==> config.mk <==
export PLATFORM = sky130hd
export DESIGN_NAME = ahb_addr_decoder_dphase
export DESIGN_NICKNAME = d
export VERILOG_FILES = /design/src/rtl/ahb_addr_decoder_dphase.sv
export SDC_FILE = /design/constraint.sdc
export NUM_CORES = 1
export LEC_CHECK = 0
export BUFFER_PORTS_ARGS = -buffer_cell sky130_fd_sc_hd__buf_2
export CAP_MARGIN = 20
export CORE_AREA = 2 2 39 41
export CTS_CLUSTER_DIAMETER = 40
export CTS_CLUSTER_SIZE = 8
export DETAILED_ROUTE_END_ITERATION = 12
export DIE_AREA = 0 0 41 43
export GPL_TIMING_DRIVEN = 1
export PLACE_DENSITY = 0.75
export SLEW_MARGIN = 20
export SYNTH_ARGS = -nofsm -noshare
export SYNTH_HDL_FRONTEND = slang
export SYNTH_SLANG_ARGS = --single-unit
==> constraint.sdc <==
create_clock -name hclk -period 1.5 [get_ports hclk]
set_input_delay 0.225 -clock hclk [delete_from_list [all_inputs] [get_ports hclk]]
set_output_delay 0.225 -clock hclk [all_outputs]
set_load 0.03 [all_outputs]
==> src/rtl/ahb_addr_decoder_dphase.sv <==
// AHB 4-slave address decoder with data-phase select register and embedded
// default slave. Decodes HADDR to one-hot selects, registers the selected
// index for the read-data mux, and merges the default-slave response into
// the bus HREADY/HRESP.
module ahb_addr_decoder_dphase #(
  parameter logic [31:0] S1_BASE   = 32'h0000_0000,
  parameter logic [31:0] S2_BASE   = 32'h1000_0000,
  parameter logic [31:0] S3_BASE   = 32'h2000_0000,
  parameter logic [31:0] S4_BASE   = 32'h3000_0000,
  parameter logic [31:0] ADDR_MASK = 32'hF000_0000
) (
  input  logic        hclk,
  input  logic        hreset,
  input  logic [31:0] haddr,
  input  logic [1:0]  htrans,
  input  logic        hready_mux_in,
  input  logic        hresp_mux_in,
  output logic        hsel1,
  output logic        hsel2,
  output logic        hsel3,
  output logic        hsel4,
  output logic [1:0]  mux_sel,
  output logic        dflt_dphase,
  output logic        hready,
  output logic        hresp
);

  localparam int NUM_SLV = 4;
  localparam logic [NUM_SLV-1:0][31:0] BASE = {S4_BASE, S3_BASE, S2_BASE, S1_BASE};

  typedef enum logic [1:0] {D_OK, D_ERR1, D_ERR2} dstate_t;

  logic [NUM_SLV-1:0] hit;
  logic [NUM_SLV-1:0] sel_oh;
  logic [1:0]         dec_idx;
  logic               mapped;
  logic               err_req;
  dstate_t            state, state_nxt;

  // Region compare per slave
  genvar g;
  generate
    for (g = 0; g < NUM_SLV; g++) begin : g_hit
      assign hit[g] = ((haddr & ADDR_MASK) == BASE[g]);
    end
  endgenerate

  // Priority resolve: lowest slave number wins on overlapping regions
  always_comb begin
    sel_oh  = '0;
    dec_idx = 2'd0;
    for (int i = NUM_SLV - 1; i >= 0; i--) begin
      if (hit[i]) begin
        sel_oh    = '0;
        sel_oh[i] = 1'b1;
        dec_idx   = 2'(i);
      end
    end
  end

  assign mapped = |hit;
  assign {hsel4, hsel3, hsel2, hsel1} = sel_oh;

  // Active (NONSEQ/SEQ) transfer to an unmapped address being accepted
  assign err_req = hready && !mapped && htrans[1];

  // Data-phase owner register, advances only when the address phase is accepted
  always_ff @(posedge hclk) begin
    if (hreset) begin
      mux_sel     <= 2'b00;
      dflt_dphase <= 1'b1;
    end else if (hready) begin
      if (mapped) begin
        mux_sel     <= dec_idx;
        dflt_dphase <= 1'b0;
      end else begin
        dflt_dphase <= 1'b1;
      end
    end
  end

  // Default-slave state register
  always_ff @(posedge hclk) begin
    if (hreset) state <= D_OK;
    else        state <= state_nxt;
  end

  // Default-slave next state: two-cycle ERROR, re-armable from the completion cycle
  always_comb begin
    state_nxt = state;
    case (state)
      D_OK:    state_nxt = err_req ? D_ERR1 : D_OK;
      D_ERR1:  state_nxt = D_ERR2;
      D_ERR2:  state_nxt = err_req ? D_ERR1 : D_OK;
      default: state_nxt = D_OK;
    endcase
  end

  // Bus response: default slave when it owns the data phase, else the mux
  always_comb begin
    hready = hready_mux_in;
    hresp  = hresp_mux_in;
    if (dflt_dphase) begin
      hready = (state != D_ERR1);
      hresp  = (state == D_ERR1) || (state == D_ERR2);
    end
  end

endmodule

==> out/qor.csv <==
stage,metric,value,unit
route,total number of vias,326,
power,total power,0.4296,mW
synthesis,yosys warns,0,
floorplan,die width,41,µm
clock_network,clk_lat worst skew,0.24,ns
timing,Slew @ Worst Pin,0.3282,ns
clock_network,CTS tree,yes,
floorplan,die area,1763,µm²
final_layout,area taken by multi-input logic gates,242.7,µm²
worst_hold_path,min-delay src,hreset,
power,maximum VDD drop,458.8,µV
floorplan,core area,1384,µm²
timing,fin. max-slew vios,0,
clock_network,Clk Tree Root Cell,clkbuf_4,
outcome,run status,finished clean,
floorplan,IO Count,47,
run,Max-Cap Viols,0,
timing,Worst Skew,0.005910,ns
final_layout,Final #Nets,103,
place,DP Wirelength,575.3,µm
global_routing,pin count of the biggest net entering global routing,7,
setup_path,"Max FO, Critical Path",2,
floorplan,initial core utilization,22.60,%
timing,FMAX,0.6781,GHz
worst_hold_path,min-delay worst type,input pin to flop,
clock_network,clock slew at reported path FFs,0.05,ns
global_routing,GR Overflow Total,0,
synthesis,syn_nets,77,
route,post-route DRC violation count,0,
power,Pint,0.2981,mW
synthesis,number of synthesized register bits,5,
synthesis,Yosys cell types,15,
power,NetSw,0.1314,mW
route,WL/cell,10.13,µm
clock_network,cts bufs inserted,3,
timing,Fin. Hold Viols,0,
setup_path,critical path's largest stage delay,0.33,ns
global_routing,all-layer global routing usage,10.15,%
timing,Final min period,1.475,ns
timing,"Setup violations, final",0,
power,switching share of power,30.59,%
setup_path,CP startpoint kind,flop,
global_routing,vias in the first global route,290,
worst_hold_path,Hold Path Depth,2,
route,Via density,4.347,
final_layout,area delta synth->final,70.40,%
floorplan,Die Y,43,µm
setup_path,reg2reg start,state[0],
setup_path,CP endpoint kind,output pin,
synthesis,Syn Inst Count,34,
final_layout,share of post-route cells with drive strength above 1,59.32,%
final_layout,antenna diode count,0,
place,Buffers on Ports,17,
power,leakage,0.2503,nW
synthesis,Synth Area per Inst,9.200,µm²
worst_hold_path,Hold Path End,state[1],
timing,Worst slew margin,78.12,%
synthesis,"Seq/Total Area, Yosys",32.00,%
setup_path,r2r setup slk,0.12,ns
setup_path,Critical-path top delay cell,dfxtp_2,
setup_path,reg-to-reg endpoint,mux_sel[0],
timing,fin crit share,98.32,%
synthesis,"Cell Area, Synth",312.8,µm²
global_routing,initial antenna violation count,0,
timing,RSZ-0062 raised after global routing,true,
final_layout,Post-Route Utilization,38.52,%
final_layout,sequential cell area,102.6,µm²
setup_path,worst reg-to-reg path cell count,4,
final_layout,filler instances,149,
power,pwr/cell area,805.9,nW/µm²
setup_path,kind of critical path,flop to output pin,
power,sequential share of power,34.7,%
global_routing,first-pass GRT wire length,1152,µm
route,Routed Antenna Nets,0,
timing,Final WS setup,0.02522,ns
setup_path,CP Cell Sequence,inv_2 -> ha_4 -> mux2_4 -> buf_6,
setup_path,CP required,1.27,ns
clock_network,hold buffers post-CTS,0,
power,Logic pwr share,28.7,%
setup_path,CP arrival,1.25,ns
clock_network,CTS Buffer Depth,2,
route,1st-pass router iterations,2,
final_layout,"most common cell after layout, fill and taps aside",buf_2,
place,GPL Wtd Cong,0.6958,
route,final WL,760,µm
route,DR iter-0 viols,7,
place,DP Worst Slack,0.04017,ns
power,Clock Power Share,36.6,%
clock_network,Sinks on Clock Net,5,
floorplan,row cnt,14,
final_layout,most frequent cells in the layout,"buf_2, nand2_1, buf_4",
clock_network,H-tree depth,1,
worst max-delay path: cells and delay by family (launching register included):
family | cells | cell delay, ns
flip-flops | 1 | 0.33
buffers and inverters | 2 | 0.19
multiplexers | 1 | 0.26
adder cells (fa/ha/maj) | 1 | 0.22
state kept, by name, indices dropped and copies added (netlist names):
name / count
mux_sel: 2
dflt_dphase: 1
state: 2
synthesized netlist by cell type:
cell | count | area [µm²]
nand2_1 | 6 | 22.52
dfxtp_1 | 5 | 100.1
ha_1 | 5 | 62.56
inv_1 | 3 | 11.26
mux2i_1 | 2 | 20.02
nor2_1 | 2 | 7.510
nor4b_1 | 2 | 17.52
o211ai_1 | 2 | 15.01
a2111oi_2 | 1 | 15.01
a21oi_1 | 1 | 5.000
and3_1 | 1 | 6.260
mux2_2 | 1 | 11.26
nor2_2 | 1 | 6.260
nor2b_1 | 1 | 6.260
nor4_1 | 1 | 6.260
kinds of logic after synthesis:
| group | synth area share (%) |
|---|---|
| compound gates | 11.20 |
| fa+ha+maj | 20.00 |
| buf+inv | 3.600 |
| flops | 32.00 |
| mux | 10.00 |
| simple gates | 23.21 |
per-layer routing:
| layer | share of wire (%) | vias up | track usage [%] |
|---|---|---|---|
| met5 | 0 | - | 0 |
| met4 | 0 | 0 | 2.000 |
| met3 | 11 | 0 | 8.901 |
| met2 | 51 | 12 | 15.31 |
| met1 | 38 | 146 | 10.32 |
| li1 | - | 168 | - |
worst max path at each step:
stage	startpoint	end	slack, ns	cells past startpoint
after floorplan	haddr[28]	hsel1	0.05	1
after global placement	state[1]	mux_sel[0]	0.07	4
after detailed placement	state[1]	mux_sel[0]	0.04	4
after CTS	state[0]	hready	0.0007	4
after global routing	state[0]	hresp	-0.009	4
final	state[0]	hresp	0.03	4
metrics by stage:
stage                     setup TNS (ns)  hold slack, ns  area (µm²)  cells
after floorplan                        0          0.2966       322.8     34
after CTS                              0          0.1380       496.7     73
final                                  0          0.1438       533.0     75
after detailed placement               0          0.4017       427.9     67
after global routing           -0.009141          0.1470       533.0     75
after global placement                 0          0.3966       427.9     67
final cells by class:
type / instances / share of cell area [%]
Timing Repair Buffer: 21 / 23.94
Sequential cell: 5 / 19.25
Inverter: 3 / 2.582
Multi-Input combinational cell: 26 / 45.54
Tap cell: 16 / 3.756
Clock buffer: 4 / 4.930
power by group through the flow:
| stage | logic [mW] | clock network [mW] | registers, mW |
|---|---|---|---|
| finish | 0.123 | 0.157 | 0.149 |
| global route | 0.133 | 0.166 | 0.150 |
| CTS | 0.112 | 0.159 | 0.148 |
| detailed placement | 0.0943 | 0 | 0.151 |
| global placement | 0.0931 | 0 | 0.151 |
| floorplan | 0.0520 | 0 | 0.159 |
what timing repair did:
item / CTS / global route
cloned: 0 / 0
resized for setup: 8 / 5
endpoints found under the setup margin: 2 / 4
buffers inserted: 2 / 2
pin swaps: 1 / 2
endpoints found under the hold margin: 0 / 0
Power figures use the tool's default switching activity.
